--- src/rtl/elastic_rr_merge_dataless_pkg.sv ---
//------------------------------------------------------------------------------
// Module   : elastic_rr_merge_dataless_pkg
// Purpose  : Shared width and wrap-increment helpers for the dataless RR merge.
// Revision : 1.0 - initial release
//------------------------------------------------------------------------------
`default_nettype none

package elastic_rr_merge_dataless_pkg;

   // Width needed to encode n distinct values, never narrower than one bit.
   function automatic int clog2_min1(input int n);
      return (n <= 2) ? 1 : $clog2(n);
   endfunction

   function automatic int wrap_inc(input int value, input int limit);
      return (value == limit - 1) ? 0 : value + 1;
   endfunction

endpackage

`default_nettype wire

--- src/rtl/elastic_fifo_index.sv ---
//------------------------------------------------------------------------------
// Module   : elastic_fifo_index
// Purpose  : Elastic FIFO of requester indices; optional occupancy counter under
//            ELASTIC_RR_MERGE_OCCUPANCY_EN.
// Revision : 1.0 - initial release
//------------------------------------------------------------------------------
`default_nettype none

module elastic_fifo_index
   import elastic_rr_merge_dataless_pkg::*;
#(
   parameter int DATA_W    = 1,
   parameter int NUM_SLOTS = 4
) (
   input  logic                                    clk,
   input  logic                                    rst,
   input  logic                                    in_valid,
   output logic                                    in_ready,
   input  logic [DATA_W-1:0]                       in_data,
   output logic                                    out_valid,
   input  logic                                    out_ready,
   output logic [DATA_W-1:0]                       out_data
`ifdef ELASTIC_RR_MERGE_OCCUPANCY_EN
   ,output logic [clog2_min1(NUM_SLOTS+1)-1:0]     occupancy
`endif
);

   localparam int PTR_W = clog2_min1(NUM_SLOTS);

   logic [DATA_W-1:0] r_mem [NUM_SLOTS];
   logic [PTR_W-1:0]  r_head;
   logic [PTR_W-1:0]  r_tail;
   logic              r_full;
   logic              r_empty;
   logic [PTR_W-1:0]  w_head_nxt;
   logic [PTR_W-1:0]  w_tail_nxt;
   logic              w_push;
   logic              w_pop;

   // A pop in the same cycle frees a slot, so a full FIFO can still accept.
   assign in_ready   = ~r_full | out_ready;
   assign w_push     = in_valid & in_ready;
   assign w_pop      = out_ready & ~r_empty;
   assign out_valid  = ~r_empty;
   assign out_data   = r_mem[r_head];
   assign w_head_nxt = PTR_W'(wrap_inc(int'(r_head), NUM_SLOTS));
   assign w_tail_nxt = PTR_W'(wrap_inc(int'(r_tail), NUM_SLOTS));

   always_ff @(posedge clk or posedge rst) begin
      if (rst) begin
         r_head  <= '0;
         r_tail  <= '0;
         r_full  <= 1'b0;
         r_empty <= 1'b1;
         for (int i = 0; i < NUM_SLOTS; i++) begin
            r_mem[i] <= '0;
         end
      end else begin
         if (w_push) begin
            r_mem[r_tail] <= in_data;
            r_tail        <= w_tail_nxt;
         end
         if (w_pop) begin
            r_head <= w_head_nxt;
         end
         if (w_push && !w_pop) begin
            r_empty <= 1'b0;
            r_full  <= (w_tail_nxt == r_head);
         end else if (w_pop && !w_push) begin
            r_full  <= 1'b0;
            r_empty <= (w_head_nxt == r_tail);
         end
      end
   end

`ifdef ELASTIC_RR_MERGE_OCCUPANCY_EN
   logic [clog2_min1(NUM_SLOTS+1)-1:0] r_occupancy;

   always_ff @(posedge clk or posedge rst) begin
      if (rst) begin
         r_occupancy <= '0;
      end else if (w_push && !w_pop) begin
         r_occupancy <= r_occupancy + 1'b1;
      end else if (w_pop && !w_push) begin
         r_occupancy <= r_occupancy - 1'b1;
      end
   end

   assign occupancy = r_occupancy;
`endif

endmodule

`default_nettype wire

--- src/rtl/elastic_rr_merge_dataless.sv ---
//------------------------------------------------------------------------------
// Module   : elastic_rr_merge_dataless
// Purpose  : Round-robin merge of dataless channels into an index FIFO that
//            replays requester order. ELASTIC_RR_MERGE_OCCUPANCY_EN adds occupancy.
// Revision : 1.0 - initial release
//------------------------------------------------------------------------------
`default_nettype none

module elastic_rr_merge_dataless
   import elastic_rr_merge_dataless_pkg::*;
#(
   parameter  int NUM_INPUTS = 2,
   parameter  int NUM_SLOTS  = 4,
   localparam int IDX_W      = clog2_min1(NUM_INPUTS)
) (
   input  logic                                    clk,
   input  logic                                    rst,
   input  logic [NUM_INPUTS-1:0]                   ins_valid,
   output logic [NUM_INPUTS-1:0]                   ins_ready,
   output logic                                    outs_valid,
   input  logic                                    outs_ready,
   output logic [IDX_W-1:0]                        outs_index
`ifdef ELASTIC_RR_MERGE_OCCUPANCY_EN
   ,output logic [clog2_min1(NUM_SLOTS+1)-1:0]     occupancy
`endif
);

   logic [IDX_W-1:0] r_rr_ptr;
   logic [IDX_W-1:0] w_winner;
   logic [IDX_W-1:0] w_cand;
   logic             w_have_winner;
   logic             w_space;

   function automatic int rot_idx(input int base, input int offset);
      int s;
      s = base + offset;
      return (s >= NUM_INPUTS) ? s - NUM_INPUTS : s;
   endfunction

   // Scan from the farthest offset down so the closest requester to rr_ptr wins.
   always_comb begin
      w_winner      = '0;
      w_have_winner = 1'b0;
      w_cand        = '0;
      for (int k = NUM_INPUTS - 1; k >= 0; k--) begin
         w_cand = IDX_W'(rot_idx(int'(r_rr_ptr), k));
         if (ins_valid[w_cand]) begin
            w_winner      = w_cand;
            w_have_winner = 1'b1;
         end
      end
   end

   always_comb begin
      ins_ready = '0;
      if (w_have_winner) begin
         ins_ready[w_winner] = w_space;
      end
   end

   always_ff @(posedge clk or posedge rst) begin
      if (rst) begin
         r_rr_ptr <= '0;
      end else if (w_have_winner && w_space) begin
         r_rr_ptr <= IDX_W'(wrap_inc(int'(w_winner), NUM_INPUTS));
      end
   end

   elastic_fifo_index #(
      .DATA_W    (IDX_W),
      .NUM_SLOTS (NUM_SLOTS)
   ) u_fifo (
      .clk       (clk),
      .rst       (rst),
      .in_valid  (w_have_winner),
      .in_ready  (w_space),
      .in_data   (w_winner),
      .out_valid (outs_valid),
      .out_ready (outs_ready),
`ifdef ELASTIC_RR_MERGE_OCCUPANCY_EN
      .out_data  (outs_index),
      .occupancy (occupancy)
`else
      .out_data  (outs_index)
`endif
   );

endmodule

`default_nettype wire

--- config.mk ---
export PLATFORM = sky130hd
export DESIGN_NAME = elastic_rr_merge_dataless
export DESIGN_NICKNAME = d
export VERILOG_FILES = /design/src/rtl/elastic_rr_merge_dataless_pkg.sv /design/src/rtl/elastic_fifo_index.sv /design/src/rtl/elastic_rr_merge_dataless.sv
export SDC_FILE = /design/constraint.sdc
export NUM_CORES = 1
export LEC_CHECK = 0
export BUFFER_PORTS_ARGS = -buffer_cell sky130_fd_sc_hd__buf_4
export CORE_UTILIZATION = 49
export CTS_CLUSTER_SIZE = 24
export DETAILED_ROUTE_END_ITERATION = 7
export GPL_TIMING_DRIVEN = 0
export PLACE_DENSITY = 0.72
export REMOVE_ABC_BUFFERS = 1
export SLEW_MARGIN = 0
export SYNTH_ARGS = -nofsm -noshare
export SYNTH_HDL_FRONTEND = slang
export SYNTH_SLANG_ARGS = --single-unit
--- constraint.sdc ---
create_clock -name clk -period 1.45 [get_ports clk]
set_input_delay 0.145 -clock clk [delete_from_list [all_inputs] [get_ports clk]]
set_output_delay 0.145 -clock clk [all_outputs]
set_load 0.005 [all_outputs]
---- Word-level counts from Yosys, hierarchy flattened ----
Index checks and enable logic that the tools add are counted.
operators by class
  add/subtract/negate cells ............... 6
  multipliers ............................. 0
  div/mod/pow operators ................... 0
  $lt $le $gt $ge ......................... 9
  equality and inequality tests ........... 4
  shift-type cells ........................ 0
  multiplexer cells ....................... 26
  bitwise gates (word level) .............. 8
  reduce and logical (&&, ||, !) cells .... 8
operator list
  cell                   count
  $mux W1                19
  $ge A3 B3 Y1 const B   2
  $lt A1 B2 Y1 const B   3
  $mux W2                3
  $not A2 Y3             2
  $logic_and A1 B1 Y1    5
  $add A2 B1 Y2 const B  2
  $bwmux W4              1
  $eq A2 B1 Y1 const B   2
  $eq A2 B2 Y1           2
  $lt A3 B1 Y1 const B   1
  $add A1 B1 Y2 const B  1
  $and A1 B1 Y1          2
  $and A2 B2 Y2          1
  $bmux W1 S2            1
  $demux W1 S2           1
  $ge A1 B2 Y1 const B   1
  $ge A2 B2 Y1 const B   1
  $logic_not A1 Y1       2
  $not A1 Y1             2
  $reduce_bool A2 Y1     1
  $sub A1 B1 Y1 const B  2
  $add A1 B1 Y1 const B  1
  $demux W1 S1           1
  2 further kinds        2
word-level totals
  flip-flop bits (word level) ............. 11
  bits in latches ......................... 0
  bits in writable memories ............... 0
  ROM bits ................................ 0
  logic and storage cells ................. 70
  memories ................................ 0

---- Depth between registers and ports, before layout ----
Gate-level depths: netlist of run 1.
  depth in word-level cells ............... 13
  gate-level depth with buffers ........... 7
  depth with buffers taken out ............ 6

---- Hierarchy ----
From an unflattened synthesis of run 1, not the netlist that was laid out.
second synthesis, totals
  cells, all modules ...................... 59
  area total of the unflattened synthesis .. 658.1 um2
modules (own cells, without submodules)
  module                     instances  cells each  area each (um2)  seq. area each (um2)
  elastic_fifo_index         1          49          584.3            251.5
  elastic_rr_merge_dataless  1          10          73.8             25.0

---- Least setup slack after synthesis of run 1 ----
No wires, ideal clock.
  path kind ............................... flip-flop to flip-flop
  start point ............................. reg u_fifo.r_full
  end point ............................... reg u_fifo.r_empty
  arrival time ............................ 1.273 ns
  setup slack ............................. 0.080 ns
  stages on the path, launching flop included .. 7
  buffers on the path ..................... 1
  period minus slack after synthesis ...... 1.370 ns
  cell sequence ........................... dfrtp_1 > nand2b_2 > buf_6 > nand2_4 > inv_1 > ha_1 > o41ai_2
between the ends
  word-level cells in the longest chain between the ends .. 6
  elaborated cells between the ends (all ways) .. 8
  those cells by class .................... mux: 1; bitwise: 3; reduce/logical: 4
RTL lines
  item                          line                      source
  start: declaration            elastic_fifo_index.sv:33  logic r_full;
  start signal: assignment      elastic_fifo_index.sv:68  r_full <= (w_tail_nxt == r_head);
  $not A1 Y1 *                  elastic_fifo_index.sv:41  assign in_ready = ~r_full | out_ready;
  $or A1 B1 Y1 *                elastic_fifo_index.sv:41
  $and A1 B1 Y1 *               elastic_fifo_index.sv:42  assign w_push = in_valid & in_ready;
  net u_fifo.w_push             elastic_fifo_index.sv:37  logic w_push;
  $logic_not A1 Y1              elastic_fifo_index.sv:69  end else if (w_pop && !w_push) begin
  $logic_and A1 B1 Y1           elastic_fifo_index.sv:69
  $reduce_bool A2 Y1 (no line)  n/a
  end signal: assignment        elastic_fifo_index.sv:71  r_empty <= (w_head_nxt == r_tail);
  end: declaration              elastic_fifo_index.sv:34  logic r_empty;
Mark *: on every way through the listed nets, which the timed path passes. The rest lies on a longest branch.
A chain may end at the register's enable or synchronous reset.

---- Worst setup path in the final report of run 1 ----
  start point ............................. reg u_fifo.r_head[0]
  end point ............................... out outs_index
between the ends
  word-level cells in the longest chain between the ends .. 4
RTL lines
  item                                        line                             source
  start: declaration                          elastic_fifo_index.sv:31         logic [PTR_W-1:0] r_head;
  start signal: assignment                    elastic_fifo_index.sv:64         r_head <= w_head_nxt;
  $not A2 Y3 (not written as such)            elastic_fifo_index.sv:45         assign out_data = r_mem[r_head];
  $bmux W1 S2                                 elastic_fifo_index.sv:45
  $mux W1 (not written as such) (2 in a row)  elastic_fifo_index.sv:45
  end: declaration                            elastic_rr_merge_dataless.sv:22  output logic [IDX_W-1:0] outs_index
Every way passes these cells. The select of a mux whose other input is x is not followed.

==> run_results.csv, run 1 <==
group,metric,value,unit
worst_setup_path,start_kind,"register",
synth,synth_common_cells,"10 x dfrtp_1, 7 x inv_1, 6 x ha_1, 6 x mux2_4",
synth,synth_xor_area_share,3.78,%
sta,slew_headroom,72.5,%
clock_tree,cts_tree,"built",
power,intPower,1.10,mW
worst_setup_path,path_max_fanout,2,
synth,synth-simple-area-share,14.4,%
synth,muxShareOfSynthArea,19.4,%
power,p_sw,566,µW
place,place.port_buffers,8,
detailed_routing,routed_wl,1040,µm
power,pwr-share-comb,52.8,%
power,p_per_area,1990,mW/mm²
clock_tree,numCtsBuffers,3,
clock_tree,cts_sinks,11,
synth,synth.avg_cell_area,12.4,µm²
synth,synth.most_common_cell,"dfrtp_1",
layout,syn_to_final_growth,20.1,%
worst_setup_path,critPathMaxStageDelay,0.50,ns
sta,hold_viol,0,
die,io_pins,9,
synth,yosys-top-cells-area,"dfrtp_1 36%, mux2_4 13%, ha_1 11%",
clock_tree,clk_path_buf_depth,2,
power,switching_share,34.0,%
synth,synth_compound_area_share,6.47,%
worst_setup_path,path_cells,"mux4_2 -> buf_6",
place,placed_cell_area,763,µm²
synth,synthAdderAreaFrac,10.8,%
synth,yosysTopAreaCell,"dfrtp_1",
worst_setup_path,required,1.31,ns
die,rows,13,
detailed_routing,drc,0,
outcome,outcome,"finished clean",
grt,grt_usage,17.2,%
place,dp_cells,78,
hold_path,hold_path_class,"in -> reg",
detailed_routing,avgRoutedWirePerCell,12.4,µm
flow_run,drv.max_cap_violation_count,0,
die,floorplan.initialDensity,52.8,%
sta,grt_setup_unrepaired,"true",
grt,grt_pass1_wl,1670,µm
layout,antennaDiodeCount,0,
synth,synth_top_family_by_area,"multiplexers",
power,ir_drop,1.15,mV
sta,worstMarginPinSlew,0.411,ns
worst_setup_path,crit_path_top_delay_cell,"mux4_2",
die,fp.dieW,39.7,µm
grt,grt-ovfl-total,0,
power,power,1.66,mW
clock_tree,root_buffer,"clkbuf_4",
die,design.core.area,0.00132,mm²
clock_tree,cts_htree_levels,1,
synth,ys_seq_area_share,39.7,%
grt,grt_antenna_before_repair,0,
worst_setup_path,reg2regPathDepth,6,
layout,stdcell_area,836,µm²
sta,holdWs,0.0865,ns
grt,grt_pass1_vias,384,
synth,syn-cell-area,696,µm²
sta,drv_slew,0,
sta,clock_skew,0.00263,ns
synth,ys.flop_type,"dfrtp_1",
sta,fin_crit,1.42,ns
clock_tree,clkLatencyLatePin,0.27,ns
grt,grt_max_degree,12,
clock_tree,path_clk_slew,0.07,ns
place,dp_hpwl,769,µm
synth,synth_seq_cells,11,
power,p_leak,0.406,nW
sta,setup_viol,0,
layout,post-route-util,63.4,%
synth,yosysTopAreaCellShare,36.0,%
worst_setup_path,reg2reg_to,"u_fifo.r_full",
synth,synth_edf_count,0,
synth,postSynth.asyncResetShare,100,%
detailed_routing,drtPass1Iterations,2,
detailed_routing,ant_nets,0,
worst_setup_path,crit_arrival,1.27,ns
worst_setup_path,critPathLaunch,"u_fifo.r_head[0]",
worst_setup_path,crit_end,"outs_index",
layout,drive_above_1_share,49.3,%
power,sequentialPowerShare,34.9,%
synth,synthDistinctLibCells,23,
worst_setup_path,end_kind,"output port",
detailed_routing,viasPerCell,4.94,
die,dieArea,0.00157,mm²
synth,ys_warn_count,0,
detailed_routing,drt-initial-drc-count,5,
sta,fmax,0.704,GHz
worst_setup_path,worstSetupPathType,"reg -> out",
worst_setup_path,r2r_setup_slack,0.07,ns
synth,synthCells,56,
layout,fin_cells,84,
die,die_y,39.7,µm
sta,period_share,97.9,%
power,p_clk_share,12.2,%
layout,final_nets,81,
place,place.gp.congestion,0.681,
worst_setup_path,regToRegStartpoint,"u_fifo.r_full",
detailed_routing,vias,415,
flip-flops by register name, summed over array words and instances (netlist names):
name / flops
r_rr_ptr: 1
u_fifo.r_empty: 1
u_fifo.r_mem: 4
u_fifo.r_full: 1
u_fifo.r_tail: 2
u_fifo.r_head: 2
worst min path at each step:
stage | slack [ns] | from | cells past startpoint | to
floorplan | -0.003 | rst | 1 | r_rr_ptr
global placement | 0.17 | rst | 2 | u_fifo.r_head[0]
detailed placement | 0.18 | rst | 2 | u_fifo.r_head[0]
CTS | 0.08 | ins_valid[1] | 2 | r_rr_ptr
global route | 0.09 | ins_valid[1] | 2 | r_rr_ptr
finish | 0.09 | ins_valid[1] | 2 | r_rr_ptr
power groups by stage:
stage / registers, mW / logic [mW] / clock network (mW)
final: 0.582 / 0.879 / 0.204
after global routing: 0.603 / 0.965 / 0.228
after CTS: 0.587 / 0.848 / 0.214
after detailed placement: 0.599 / 0.793 / 0
after global placement: 0.597 / 0.778 / 0
after floorplan: 0.559 / 0.646 / 0
cells in the final DEF, fill, tap and decap left out, drive strengths merged:
cell	Yosys	layout
ha	6	6
clkbuf	0	4
buf	1	9
mux4	1	1
nand2	2	2
mux2	8	8
nor2b	1	1
dfrtp	10	10
dlygate4sd3	0	1
nand2b	1	1
inv	7	7
a21boi	1	1
xor2	1	1
dfstp	1	1
o41ai	1	1
a32o	1	1
xnor2	2	2
and2	1	1
or2	1	1
nor2	4	4
nand3	4	4
a31oi	1	1
a21oi	1	1
timing repair:
| action | CTS | global route |
|---|---|---|
| setup buffers | 1 | 0 |
| pin swaps | 0 | 0 |
| setup endpoints to repair | 4 | 3 |
| gates resized for setup | 4 | 2 |
| hold endpoints to repair | 10 | 0 |
| hold buffers | 1 | 0 |
layer usage:
metal / up-vias / GRT usage [%] / wire length [µm]
met1: 191 / 20.7 / 477
met5: - / 0 / 0
li1: 216 / - / -
met3: 0 / 10.2 / 40
met4: 0 / 5.17 / 0
met2: 8 / 25.4 / 523
area by class of cell:
cell class / count / area, µm²
clock buffers: 4 / 26.3
fillers: 96 / 482
inverters: 7 / 26.3
multi-input cells: 37 / 405
flip-flops and latches: 11 / 278
well taps: 15 / 18.8
repair buffers: 10 / 81.3
critical path, delay by kind of cell (launching register included):
kind     cells  cell delay [ns]
buf+inv      1             0.13
flops        1             0.38
mux          1             0.50
cell families after synthesis:
kind of cell    count (synthesis)
compound gates                  5
xor+xnor                        3
fa+ha+maj                       6
buf+inv                         8
flops                          11
mux                             9
simple gates                   14
per-stage QoR:
stage	setup slack, ns	setup TNS [ns]
after global routing	-0.0227	-0.0335
after detailed placement	-0.0285	-0.0521
after global placement	-0.0219	-0.0320
final	0.0303	0
after floorplan	0.0909	0
after CTS	0.00650	0
No activity file was read; power rests on OpenSTA's default activity.
==> run 2: changes to the inputs <==
--- a/config.mk
+++ b/config.mk
@@ -6,4 +6,5 @@
 export NUM_CORES = 1
 export LEC_CHECK = 0
+export ABC_AREA = 1
 export BUFFER_PORTS_ARGS = -buffer_cell sky130_fd_sc_hd__buf_4
 export CORE_UTILIZATION = 49
==> constraint.sdc (replaced) <==
create_clock -name clk -period 1.45 [get_ports clk]
set_input_delay 0.145 -clock clk [delete_from_list [all_inputs] [get_ports clk]]
set_output_delay 0.145 -clock clk [all_outputs]
set_load 0.05 [all_outputs]
==> run_results.csv, run 2 <==
group,metric,value,unit
outcome,outcome,"finished clean",
worst_setup_path,regToRegStartpoint,"u_fifo.r_full",
die,design.core.area,0.00132,mm²
hold_path,hold_end,"u_fifo.r_head[1]",
clock_tree,numCtsBuffers,3,
die,io_pins,9,
layout,multi_input_area,373,µm²
synth,ys.flop_type,"dfrtp_1",
sta,hold_viol,0,
die,fp.dieW,39.7,µm
detailed_routing,ant_nets,0,
layout,ff_latch_area,277,µm²
grt,grt_usage,20.7,%
layout,final_cell_mix,"24 x nand2_1, 14 x nor2_1, 11 x inv_1",
sta,setup_viol,0,
synth,synth_common_cells,"25 x nand2_1, 14 x nor2_1, 13 x inv_1",
flow_run,drv.max_cap_violation_count,0,
grt,grt_max_degree,12,
clock_tree,path_clk_slew,0.07,ns
power,p_leak,0.457,nW
clock_tree,cts_sinks,11,
synth,syn-cell-area,696,µm²
place,place.port_buffers,8,
layout,antennaDiodeCount,0,
worst_setup_path,end_kind,"output port",
sta,clock_skew,0.00252,ns
synth,ys_seq_area_share,39.7,%
grt,grt-ovfl-total,0,
die,floorplan.initialDensity,52.8,%
synth,synth_seq_cells,11,
detailed_routing,vias,605,
layout,regMostFlops,"u_fifo.r_mem",
worst_setup_path,crit_arrival,1.23,ns
sta,fin_ws,0.0795,ns
hold_path,hold_path_class,"in -> reg",
layout,reg.largest.list,"u_fifo.r_mem (4), u_fifo.r_head (2), u_fifo.r_tail (2)",
clock_tree,clk_path_buf_depth,2,
sta,slew_headroom,71.4,%
clock_tree,cts_htree_levels,1,
die,rows,13,
layout,drive_above_1_share,21.3,%
layout,final_common_cell,"nand2_1",
synth,yosys-top-cells-area,"dfrtp_1 36%, nand2_1 13%, ha_1 11%",
place,placed_cell_area,774,µm²
synth,yosysTopAreaCellShare,36.0,%
power,ir_drop,1.29,mV
sta,drv_slew,0,
synth,synth.most_common_cell,"nand2_1",
grt,grt_pass1_wl,2100,µm
synth,synth_edf_count,0,
clock_tree,cts_tree,"built",
detailed_routing,drtPass1Iterations,4,
layout,syn_to_final_growth,20.1,%
sta,grt_setup_unrepaired,"false",
layout,largest_reg_flops,4,
sta,fmax,0.730,GHz
detailed_routing,drt-initial-drc-count,6,
detailed_routing,viasPerCell,4.92,
clock_tree,root_buffer,"clkbuf_4",
detailed_routing,avgRoutedWirePerCell,10.7,µm
worst_setup_path,reg2regPathDepth,9,
worst_setup_path,path_max_fanout,4,
sta,worstMarginPinSlew,0.429,ns
sta,fin_crit,1.37,ns
detailed_routing,drc,0,
layout,final_nets,120,
synth,yosysTopAreaCell,"dfrtp_1",
clock_tree,clkLatencyLatePin,0.28,ns
power,p_per_area,2150,mW/mm²
grt,grt_antenna_before_repair,0,
synth,synth.avg_cell_area,7.48,µm²
die,die_y,39.7,µm
hold_path,worstHoldPathCells,3,
worst_setup_path,start_kind,"register",
synth,postSynth.asyncResetShare,100,%
synth,synthDistinctLibCells,14,
worst_setup_path,worstSetupPathType,"reg -> out",
sta,period_share,94.5,%
synth,synthCells,93,
layout,nFillCells,113,
grt,grt_pass1_vias,506,
place,place_ws,0.0643,ns
worst_setup_path,r2r_setup_slack,0.09,ns
place,place.gp.congestion,0.789,
worst_setup_path,required,1.31,ns
detailed_routing,routed_wl,1310,µm
place,dp_hpwl,976,µm
worst_setup_path,reg2reg_to,"u_fifo.r_empty",
hold_path,hold_start,"outs_ready",
die,dieArea,0.00157,mm²
layout,stdcell_area,836,µm²
synth,ys_warn_count,0,
-- run 2: cell count changes after synthesis, sizes merged, moves of 2 or more --
cell | before | now
mux2 | 8 | 0
nand2 | 2 | 25
nor2 | 4 | 17
inv | 7 | 15
xnor2 | 2 | 0
o21ai | 0 | 7
nand3 | 4 | 10
-- run 2: cell type report --
| class | count | share of cell area (%) |
|---|---|---|
| repair buffers | 11 | 10.2 |
| well taps | 15 | 2.25 |
| multi-input cells | 67 | 44.6 |
| clock buffers | 4 | 3.14 |
| flip-flops and latches | 11 | 33.1 |
| inverters | 15 | 6.74 |
-- run 2: metal layers --
metal	global-route usage, %	vias up	share of wire [%]
li1	-	322	-
met1	26.7	268	48
met2	32.8	12	47
met3	5.11	3	3.4
met4	7.76	0	1.8
met5	0	-	0
-- run 2: per-stage QoR --
stage | cells | utilization (%) | hold slack, ns | setup TNS, ns | total power [mW]
2_1_floorplan | 93 | - | -0.00328 | -0.621 | 1.29
3_3_place_gp | 116 | 58.8 | 0.169 | 0 | 1.49
3_5_place_dp | 116 | 58.8 | 0.172 | 0 | 1.52
4_1_cts | 122 | 62.1 | 0.224 | 0 | 1.77
5_1_grt | 123 | 63.4 | 0.233 | 0 | 1.95
6_report | 123 | 63.4 | 0.217 | 0 | 1.79
-- run 2: cells by family (layout without fill, tap and decap cells) --
logic type | Yosys count | count (layout) | synth area share (%)
AOI/OAI and AO/OA | 9 | 9 | 7.01
buffers and inverters | 15 | 30 | 8.09
adders and majority gates | 6 | 6 | 10.8
and+or+nand+nor | 52 | 52 | 34.4
DFF | 11 | 11 | 39.7
-- run 2: worst max-delay path by stage --
stage          cells past startpoint  slack (ns)        endpoint        startpoint
5_1_grt                            9       0.004   u_fifo.r_full     u_fifo.r_full
4_1_cts                            4        0.02      outs_index  u_fifo.r_head[0]
6_report                           4        0.08      outs_index  u_fifo.r_head[0]
3_5_place_dp                       8        0.06  u_fifo.r_empty    u_fifo.r_empty
2_1_floorplan                      3       -0.36      outs_index  u_fifo.r_head[0]
3_3_place_gp                       8        0.08  u_fifo.r_empty    u_fifo.r_empty
-- run 2: power by group --
part	switching (mW)	internal, mW
sequential	0.115	0.454
combinational	0.641	0.370
clock	0.107	0.107
total	0.863	0.930
-- run 2: timing repair --
action                                  in CTS  in global routing
hold buffers                                 1                  0
gates resized for setup                      0                  5
endpoints found under the setup margin       1                  4
pin swaps                                    0                  0
setup buffers                                1                  1
hold endpoints to repair                    10                  0
-- run 2: worst max-delay path: stages, from the launching register on --
cell and delay [ns]:
dfrtp_1 0.42, inv_2 0.09, o21ai_0 0.09, o21ai_1 0.14, buf_4 0.21
